### config.mk
export PLATFORM = sky130hd
export DESIGN_NAME = mbc_bank_ctrl
export DESIGN_NICKNAME = d
export VERILOG_FILES = /design/src/rtl/mbc_bank_ctrl.sv
export SDC_FILE = /design/constraint.sdc
export NUM_CORES = 1
export LEC_CHECK = 0
export BUFFER_PORTS_ARGS = -buffer_cell sky130_fd_sc_hd__buf_4
export CORE_MARGIN = 2
export CORE_UTILIZATION = 43
export CTS_BUF_LIST = sky130_fd_sc_hd__clkbuf_16
export DETAILED_ROUTE_END_ITERATION = 10
export PLACE_DENSITY = 0.83
export SLEW_MARGIN = 20
export SYNTH_ARGS = -nofsm -noshare
export SYNTH_HDL_FRONTEND = slang
export SYNTH_SLANG_ARGS = --single-unit
### constraint.sdc
create_clock -name clk -period 2.5 [get_ports clk]
set_clock_uncertainty 0.05 [all_clocks]
set_input_delay 0.25 -clock clk [delete_from_list [all_inputs] [get_ports clk]]
set_output_delay 0.25 -clock clk [all_outputs]
set_load 0.01 [all_outputs]
### src/rtl/mbc_bank_ctrl.sv
// mbc_bank_ctrl: cartridge memory bank controller (MBC5-style wide ROM
// banking, optional MBC1 bank-zero compatibility).
// Register writes commit on the falling edge of the CPU write strobe.
// Reads are translated combinationally into ROM/RAM addresses and selects.
// Define RTC_EN to build in the MBC3-style real-time clock.
module mbc_bank_ctrl #(
  parameter int ROM_BANK_BITS = 9,
  parameter int RAM_BANK_BITS = 4,
  parameter int MBC1_COMPAT   = 0,
  localparam int OW = ((14 + ROM_BANK_BITS) > (13 + RAM_BANK_BITS)) ?
                      (14 + ROM_BANK_BITS) : (13 + RAM_BANK_BITS)
) (
  input  logic          clk,
  input  logic          reset_n,
  input  logic [15:0]   iadr,
  input  logic [7:0]    data,
  input  logic          write,
  input  logic          rtc_tick,
  output logic [OW-1:0] oadr,
  output logic          sel_rom,
  output logic          sel_ram,
  output logic          sel_rtc,
  output logic [7:0]    rtc_dout
);

  logic                     write_q;
  logic [ROM_BANK_BITS-1:0] rom_bank_q, rom_bank_d;
  logic [3:0]               ram_raw_q, ram_raw_d;
  logic                     ena_ram_q, ena_ram_d;

  logic commit;
  logic wr_ena, wr_rom_lo, wr_rom_hi, wr_ram, wr_latch, wr_ext;
  logic rtc_bank;

  logic [ROM_BANK_BITS-1:0] eff_bank;
  logic [RAM_BANK_BITS-1:0] ram_bank;
  logic                     rom_c, ram_c, rtc_c;

  // One commit per strobe: falling edge of the level write signal.
  assign commit    = write_q & ~write;
  assign wr_ena    = commit && (iadr[15:13] == 3'b000);
  assign wr_rom_lo = commit && (iadr[15:12] == 4'h2);
  assign wr_rom_hi = commit && (iadr[15:12] == 4'h3);
  assign wr_ram    = commit && (iadr[15:13] == 3'b010);
  assign wr_latch  = commit && (iadr[15:13] == 3'b011);
  assign wr_ext    = commit && (iadr[15:13] == 3'b101);

  // Bank register next-state; bits beyond the register width are dropped.
  always_comb begin
    rom_bank_d = rom_bank_q;
    ram_raw_d  = ram_raw_q;
    ena_ram_d  = ena_ram_q;
    for (int i = 0; i < ROM_BANK_BITS; i++) begin
      if (wr_rom_lo && (i < 8))  rom_bank_d[i] = data[i[2:0]];
      if (wr_rom_hi && (i == 8)) rom_bank_d[i] = data[0];
    end
    if (wr_ram) ram_raw_d = data[3:0];
    if (wr_ena) ena_ram_d = (data[3:0] == 4'hA);
  end

  // Bank registers and write-strobe history.
  always_ff @(posedge clk or negedge reset_n) begin
    if (!reset_n) begin
      write_q    <= 1'b0;
      rom_bank_q <= ROM_BANK_BITS'(1);
      ram_raw_q  <= 4'h0;
      ena_ram_q  <= 1'b0;
    end else begin
      write_q    <= write;
      rom_bank_q <= rom_bank_d;
      ram_raw_q  <= ram_raw_d;
      ena_ram_q  <= ena_ram_d;
    end
  end

  // The raw 4-bit RAM bank is kept so RTC register numbers decode even
  // when the RAM bank register is narrower.
  assign ram_bank = RAM_BANK_BITS'(ram_raw_q);

  // Combinational read translation; selects are forced low during reset.
  always_comb begin
    eff_bank = rom_bank_q;
    if ((MBC1_COMPAT != 0) && (rom_bank_q[4:0] == 5'd0))
      eff_bank = rom_bank_q | ROM_BANK_BITS'(1);
    oadr  = OW'(iadr);
    rom_c = 1'b0;
    ram_c = 1'b0;
    rtc_c = 1'b0;
    case (iadr[15:13])
      3'b000, 3'b001: begin
        oadr  = OW'(iadr);
        rom_c = 1'b1;
      end
      3'b010, 3'b011: begin
        oadr  = OW'({eff_bank, iadr[13:0]});
        rom_c = 1'b1;
      end
      3'b101: begin
        oadr = OW'({ram_bank, iadr[12:0]});
        if (rtc_bank) rtc_c = 1'b1;
        else          ram_c = ena_ram_q;
      end
      default: begin
        oadr = OW'(iadr);
      end
    endcase
    sel_rom = rom_c & reset_n;
    sel_ram = ram_c & reset_n;
    sel_rtc = rtc_c & reset_n;
  end

`ifdef RTC_EN
  localparam logic [0:0] LAT_IDLE  = 1'b0;
  localparam logic [0:0] LAT_ARMED = 1'b1;

  logic [5:0] rtc_s_q, rtc_s_d, rtc_m_q, rtc_m_d;
  logic [4:0] rtc_h_q, rtc_h_d;
  logic [8:0] rtc_d_q, rtc_d_d;
  logic       halt_q, halt_d, carry_q, carry_d;
  logic [5:0] sh_s_q, sh_m_q;
  logic [4:0] sh_h_q;
  logic [8:0] sh_d_q;
  logic       sh_halt_q, sh_carry_q;
  logic [0:0] lat_q, lat_d;
  logic       latch_now;
  logic       tick_pend_q, tick_pend_d;
  logic       rtc_wr, adv;

  assign rtc_bank = ena_ram_q && (ram_raw_q >= 4'h8) && (ram_raw_q <= 4'hC);
  assign rtc_wr   = wr_ext && rtc_bank;
  // A tick landing on a register write is deferred one cycle, not lost.
  assign tick_pend_d = rtc_wr && (rtc_tick || tick_pend_q);
  assign adv         = !rtc_wr && (rtc_tick || tick_pend_q) && !halt_q;

  // Live counter next-state. Out-of-range values simply count up and wrap
  // through the natural field width, which never produces a carry.
  // rtc_tick arrives already divided to 1 Hz, so there is no sub-second
  // prescale to clear on a write.
  always_comb begin
    rtc_s_d = rtc_s_q;
    rtc_m_d = rtc_m_q;
    rtc_h_d = rtc_h_q;
    rtc_d_d = rtc_d_q;
    halt_d  = halt_q;
    carry_d = carry_q;
    if (rtc_wr) begin
      case (ram_raw_q)
        4'h8:    rtc_s_d = data[5:0];
        4'h9:    rtc_m_d = data[5:0];
        4'hA:    rtc_h_d = data[4:0];
        4'hB:    rtc_d_d[7:0] = data;
        default: begin
          rtc_d_d[8] = data[0];
          halt_d     = data[6];
          carry_d    = data[7];
        end
      endcase
    end else if (adv) begin
      if (rtc_s_q == 6'd59) begin
        rtc_s_d = 6'd0;
        if (rtc_m_q == 6'd59) begin
          rtc_m_d = 6'd0;
          if (rtc_h_q == 5'd23) begin
            rtc_h_d = 5'd0;
            rtc_d_d = rtc_d_q + 9'd1;
            if (rtc_d_q == 9'd511) carry_d = 1'b1;
          end else begin
            rtc_h_d = rtc_h_q + 5'd1;
          end
        end else begin
          rtc_m_d = rtc_m_q + 6'd1;
        end
      end else begin
        rtc_s_d = rtc_s_q + 6'd1;
      end
    end
  end

  // Latch sequencer: 0x00 arms, a following 0x01 copies live to shadow.
  always_comb begin
    lat_d     = lat_q;
    latch_now = 1'b0;
    if (wr_latch) begin
      if (lat_q == LAT_IDLE) begin
        if (data == 8'h00) lat_d = LAT_ARMED;
      end else begin
        lat_d     = LAT_IDLE;
        latch_now = (data == 8'h01);
      end
    end
  end

  // RTC live counters, shadow copy and sequencer state.
  always_ff @(posedge clk or negedge reset_n) begin
    if (!reset_n) begin
      rtc_s_q     <= 6'd0;
      rtc_m_q     <= 6'd0;
      rtc_h_q     <= 5'd0;
      rtc_d_q     <= 9'd0;
      halt_q      <= 1'b0;
      carry_q     <= 1'b0;
      sh_s_q      <= 6'd0;
      sh_m_q      <= 6'd0;
      sh_h_q      <= 5'd0;
      sh_d_q      <= 9'd0;
      sh_halt_q   <= 1'b0;
      sh_carry_q  <= 1'b0;
      lat_q       <= LAT_IDLE;
      tick_pend_q <= 1'b0;
    end else begin
      rtc_s_q     <= rtc_s_d;
      rtc_m_q     <= rtc_m_d;
      rtc_h_q     <= rtc_h_d;
      rtc_d_q     <= rtc_d_d;
      halt_q      <= halt_d;
      carry_q     <= carry_d;
      lat_q       <= lat_d;
      tick_pend_q <= tick_pend_d;
      if (latch_now) begin
        sh_s_q     <= rtc_s_q;
        sh_m_q     <= rtc_m_q;
        sh_h_q     <= rtc_h_q;
        sh_d_q     <= rtc_d_q;
        sh_halt_q  <= halt_q;
        sh_carry_q <= carry_q;
      end
    end
  end

  // Shadow register read mux, visible only while the RTC is selected.
  always_comb begin
    rtc_dout = 8'h00;
    if (sel_rtc) begin
      case (ram_raw_q)
        4'h8:    rtc_dout = {2'b00, sh_s_q};
        4'h9:    rtc_dout = {2'b00, sh_m_q};
        4'hA:    rtc_dout = {3'b000, sh_h_q};
        4'hB:    rtc_dout = sh_d_q[7:0];
        default: rtc_dout = {sh_carry_q, sh_halt_q, 5'b00000, sh_d_q[8]};
      endcase
    end
  end
`else
  logic unused_rtc_tick;
  assign unused_rtc_tick = rtc_tick | wr_latch | wr_ext;
  assign rtc_bank        = 1'b0;
  assign rtc_dout        = 8'h00;
`endif

endmodule
==> impl_results.md, run 1 <==
* Dominant cells by area after synthesis: dfrtp_1, buf_4, mux2_1, and2_1, dfstp_2
* Starting DRT DRC Count at 4
* Crit Path Class: input pin to output pin
* Top-count cell post-synth: buf_4
* Root buffer selected by CTS: clkbuf_16
* Crit path largest cell delay at ~0.53 ns
* Startpoint types: input pin
* Adder-cell share of the synthesized area at 0
* Reg2reg start: write_q
* Gate power share at 0.169
* N_diodes at 0
* Vias in the first global route at 625
* DRC Markers at 0
* Die Span Y at just under 50 um
* H-tree levels at 1
* Tot GR Track Use at 0.159
* Chip width at 49.6 um
* DP HPWL at between 1000 and 1500 um
* Crit. End Element: output pin
* Routed Antenna Nets at 0
* # IOs at 62
* Seq cells post-synth at 15
* Crit-path cells: dlygate4sd3_1 > buf_4 > nand3_1 > nor2_1 > buf_4
* Power Dens Cells at 682 mW/mm^2
* Fillers at between 150 and 200
* XOR/XNOR share of the synthesized area at 0
* Layout area overhead at 21.3%
* Net Switching at 169 uW
* Total CTS buffers at 3
* Clk pin slew, worst setup/hold paths at 0.04 ns
* Mean Syn Cell Area at around 11 um^2
* Outcome: completed
* Final hold vios at 0
* Port bufs at 27
* Slew Viols, Final at 0
* Post-Syn Instances at 81
* Hold_sp: write
* Detailed Route WL at about 1700 um
* CTS Hold Bufs at 1
* Reg2Reg Depth at 3
* Crit share post-route at 0.667
* Ys flop type: dfrtp_1
* Max_cap viols at 0
* Routed vias at about 610
* Internal power at about 570 uW
* Fin nets at 128
* Post-synthesis sequential area ratio at 0.422
* Peak VDD IR at 0.000597 V
* Top cell by count, worst path: buf_4
* CTS tree: done
* Hold/Removal Path Class: input pin to flop
* Cell variety after synth at 23
* Top cell type's share of synthesized area at 0.392
* Initial Util at 0.455
* Congestion Overflow GR at 0
* EDFF count, synth at 0
* Share of total power in the clock network at 0.411
* Syn Std Cell Area at just under 900 um^2
* Flop pwr share at 0.420
* Synth Area in Simple Gates at 0.182
* R2R Path End: eff_bank[2]
* Mux cell area share after synthesis at 0.176
* Crit path max fanout at 17
* WP data required at about 2.2 ns
* Final hold slack at between 0.07 and 0.08 ns
* Post-synthesis compound-gate area fraction at 0.0308
* Hold worst-path end: write_q
* Min-Delay Path Depth at 1
* Cell at the slowest stage of the critical path: dlygate4sd3_1
* Minimum clock period at approximately 1.7 ns
* Initial antenna violation count at 0
* RSZ-0062 raised after global routing: no
* Fmax at approximately 600 MHz
* Postcts setup bufs at 0
* DIE AREA at between 0.002 and 0.0025 mm^2
* Vias per inst at 4.85
* Share of cells above drive strength 1 at 0.374
* Largest family of logic cells by synthesized area: buffers and inverters
* Post-CTS resize count at 0
* R2R setup slack at 1.20 ns
* Post-synth top cells: buf_4, dfrtp_1, mux2_1
* Worst EP arrival at around 1.4 ns
* Setup violators final at 0
* Wire per inst at around 13 um
* First-pass GRT wire length at around 2800 um
* Sink Count at 15
* Site Rows at 16
* Number of synthesis warnings at 0
* Core Box Area at approximately 0.0020 mm^2
* Worst-skew pair later-pin latency at around 0.24 ns
* Clock Tree Buf Depth at 2
* Area leader, netlist: dfrtp_1
* Switching share of power at 0.229
* Routability-driven placement congestion ratio at approximately 0.79
* Async SR Flop Fraction at 1.00
* Largest net degree at the start of global routing at 18
* TritonRoute pass-1 iters at 4
* LEAKAGE at roughly 0.00056 uW
* TNS Setup at 0 ns
## cells in the final DEF, fill, tap and decap left out, types with 2 or more instances in the layout
cell type / count
buf_4: 27
dfrtp_1: 14
mux2_1: 12
conb_1: 9
and2_1: 6
nand2_1: 4
nor2_1: 3
clkbuf_16: 3
o21ai_0: 2
a21oi_1: 2
mux2_2: 2
## critical path: cells and delay by family
kind | cells | cell delay (ns)
buffers and inverters | 3 | 0.90
and+or+nand+nor | 2 | 0.22
## cell families after synthesis
| group | count (synthesis) |
|---|---|
| and+or+nand+nor | 24 |
| buffers and inverters | 22 |
| DFF | 15 |
| muxes | 14 |
| AOI/OAI and AO/OA | 5 |
| other | 1 |
## final cells by class
cell class                      instances  area [um^2]  share of cell area
Multi-Input combinational cell         52          382               0.352
Sequential cell                        15          377               0.348
Clock inverter                          1         3.75             0.00346
Clock buffer                            3         75.1              0.0693
Timing Repair Buffer                   28          213               0.196
Tap cell                               27         33.8              0.0312
## worst max-delay path by stage
stage	startpoint	to	slack, ns	cells past startpoint
6_report	reset_n	sel_ram	0.83	5
5_1_grt	reset_n	sel_ram	0.74	5
4_1_cts	reset_n	sel_ram	0.82	5
3_5_place_dp	write	eff_bank[2]	1.06	4
3_3_place_gp	write	eff_bank[7]	1.08	4
2_1_floorplan	write	eff_bank[1]	1.29	3
## state kept, by name (all words and copies together) (netlist names)
register	count
eff_bank	9
write_q	1
ram_bank	4
ena_ram_q	1
## power groups by stage
stage               registers (uW)  clock network, uW  logic, uW
floorplan                      308                  0       98.2
global placement               312                  0        120
detailed placement             314                  0        126
CTS                            311                309        127
global route                   315                324        139
finish                         310                303        125
## routing by layer
layer | global-route usage | up-vias | share of wire
li1 | - | 278 | -
met1 | 0.167 | 281 | 0.40
met2 | 0.247 | 31 | 0.45
met3 | 0.0606 | 21 | 0.096
met4 | 0.134 | 0 | 0.053
met5 | 0 | - | 0
## stage by stage
| step | util | area [um^2] | setup WS (ns) | std cells | total power (uW) |
|---|---|---|---|---|---|
| floorplan | - | 923 | 1.29 | 89 | 406 |
| global route | 0.552 | 1080 | 0.744 | 126 | 777 |
| detailed placement | 0.507 | 995 | 1.06 | 121 | 440 |
| finish | 0.552 | 1080 | 0.833 | 126 | 739 |
| global placement | 0.507 | 995 | 1.08 | 121 | 432 |
| CTS | 0.552 | 1080 | 0.825 | 126 | 747 |
Note: power is estimated with default switching activity, not from simulation.
==> run 2: changes to the inputs <==
--- a/config.mk
+++ b/config.mk
@@ -6,11 +6,12 @@
 export NUM_CORES = 1
 export LEC_CHECK = 0
 export BUFFER_PORTS_ARGS = -buffer_cell sky130_fd_sc_hd__buf_4
+export CORE_ASPECT_RATIO = 0.6
 export CORE_MARGIN = 2
-export CORE_UTILIZATION = 43
+export CORE_UTILIZATION = 40
 export CTS_BUF_LIST = sky130_fd_sc_hd__clkbuf_16
 export DETAILED_ROUTE_END_ITERATION = 10
-export PLACE_DENSITY = 0.83
+export PLACE_DENSITY = 0.78
 export SLEW_MARGIN = 20
 export SYNTH_ARGS = -nofsm -noshare
 export SYNTH_HDL_FRONTEND = slang
==> constraint.sdc (replaced) <==
create_clock -name clk -period 1.6 [get_ports clk]
set_clock_uncertainty 0.05 [all_clocks]
set_input_delay 0.16 -clock clk [delete_from_list [all_inputs] [get_ports clk]]
set_output_delay 0.16 -clock clk [all_outputs]
set_load 0.01 [all_outputs]
==> impl_results.md, run 2 (same netlist as run 1, synthesis figures left out) <==
* Outcome: completed
* Core Box Area at approximately 0.0021 mm^2
* DIE AREA at 0.00264 mm^2
* Pre-CTS setup slack at 0.231 ns
* Final hold slack at between 0.08 and 0.09 ns
* Share of total power in the clock network at 0.406
* Largest net degree at the start of global routing at 18
* Clk pin slew, worst setup/hold paths at around 0.05 ns
* Crit share post-route at 0.913
* Starting DRT DRC Count at 7
* Cell at the slowest stage of the critical path: dlygate4sd3_1
* # IOs at 62
* Top Layer Used: met4
* H-tree levels at 1
* Internal power at roughly 890 uW
* Metal3 WL at between 150 and 200 um
* Initial antenna violation count at 0
* Wl on met1 at a little under 700 um
* Routed vias at approximately 590
* Tot Pwr at 1150 uW
* N_diodes at 0
* Max FFs per register at 9
* Total CTS buffers at 3
* Slew Viols, Final at 0
* Routability-driven placement congestion ratio at ~0.83
* Top cell by count, worst path: buf_4
* CTS Hold Bufs at 2
* Fin nets at 129
* Area occupied by multi-input gates at 382 um^2
* Sink Count at 15
* Metal2 WL at 707 um
* DP HPWL at about 1300 um
* CTS tree: done
* Setup violators final at 0
* Min-Delay Path Depth at 2
* Placement Cell Area at 998 um^2
* Switching share of power at 0.223
* Startpoint types: input pin
* CP top delay family: buffers and inverters
* Chip width at 65.0 um
* Routed Antenna Nets at 0
* WP data required at approximately 1.4 ns
* Port bufs at 27
* Vias per inst at roughly 4.6
* Share of cells above drive strength 1 at 0.370
* Gate power share at 0.170
* DRC Markers at 0
* Fillers at 194
* Detailed Route WL at about 1600 um
* Crit-path cells: dlygate4sd3_1 > buf_4 > nand3_1 > nor2_1 > buf_4
* Crit. End Element: output pin
* First-pass GRT wire length at approximately 2600 um
* LEAKAGE at roughly 0.00056 uW
* Reg area at roughly 380 um^2
* Crit Path Class: input pin to output pin
* Site Rows at 13
* Die Span Y at a little over 40 um
* Layout area overhead at 22.8%
* Fmax at roughly 680 MHz
* Congestion Overflow GR at 0
* Max_cap viols at 0
* Tot GR Track Use at 0.140
* TNS Setup at 0 ns
* Crit path depth at 5
* Worst EP arrival at roughly 1.3 ns
* Reg2Reg Depth at 3
* Vias in the first global route at roughly 530
* Setup WS post-layout at between 0.1 and 0.15 ns
* Minimum clock period at 1.46 ns
* Clock Tree Buf Depth at 2
* RSZ-0062 raised after global routing: no
* Initial Util at 0.419
* Postcts setup bufs at 0
* Net Switching at between 200 and 300 uW
* Wire per inst at 12.4 um
* Peak VDD IR at around 0.00058 V
* Root buffer selected by CTS: clkbuf_16
* Flop pwr share at 0.424
* Final Cell Area at roughly 0.0011 mm^2
* Commonest non-fill, non-tap cell in the layout: buf_4
* Power Dens Cells at around 1000 mW/mm^2
* Crit path largest cell delay at approximately 0.52 ns
* TritonRoute pass-1 iters at 4
* CP bufs+invs at 3
* Crit path max fanout at 17
* Most frequent cells in the layout: buf_4, dfrtp_1, mux2_1
* Final hold vios at 0
* Hold/Removal Path Class: input pin to flop
* Worst-skew pair later-pin latency at around 0.24 ns
* Post-CTS resize count at 0
## run 2: cell type report
class | count | area share
Multi-Input combinational cell | 52 | 0.348
Sequential cell | 15 | 0.343
Timing Repair Buffer | 29 | 0.203
Clock buffer | 3 | 0.0684
Tap cell | 30 | 0.0342
Clock inverter | 1 | 0.00342
## run 2: worst reg2reg max path: stages, from the launching register on
cell and delay [ns]:
dfrtp_1 0.31, and2b_1 0.24, nand4b_4 0.23, mux2_1 0.37
## run 2: layer usage
layer / GRT usage / vias to the layer above
met2: 0.214 / 28
met4: 0.0417 / 0
met5: 0 / -
met3: 0.0843 / 8
li1: - / 285
met1: 0.169 / 272
## run 2: final timing paths
path / start / to / slack, ns
max: reset_n / sel_ram / 0.14
min: data[7] / eff_bank[7] / 0.08
min reg2reg: eff_bank[6] / eff_bank[6] / 0.43
min in group asynchronous: reset_n / ram_bank[1] / 0.26
max reg2reg: write_q / eff_bank[4] / 0.28
max in group asynchronous: reset_n / eff_bank[0] / 0.99
## run 2: power by group through the flow
stage	logic [uW]	registers [uW]	clock network [uW]
after global placement	188	487	0
after global routing	220	492	499
after floorplan	153	481	0
after CTS	199	487	482
after detailed placement	195	492	0
final	195	486	465
## run 2: metrics by stage
| step | instances | util |
|---|---|---|
| floorplan | 89 | - |
| detailed placement | 124 | 0.469 |
| global route | 130 | 0.515 |
| global placement | 124 | 0.469 |
| finish | 130 | 0.515 |
| CTS | 130 | 0.515 |
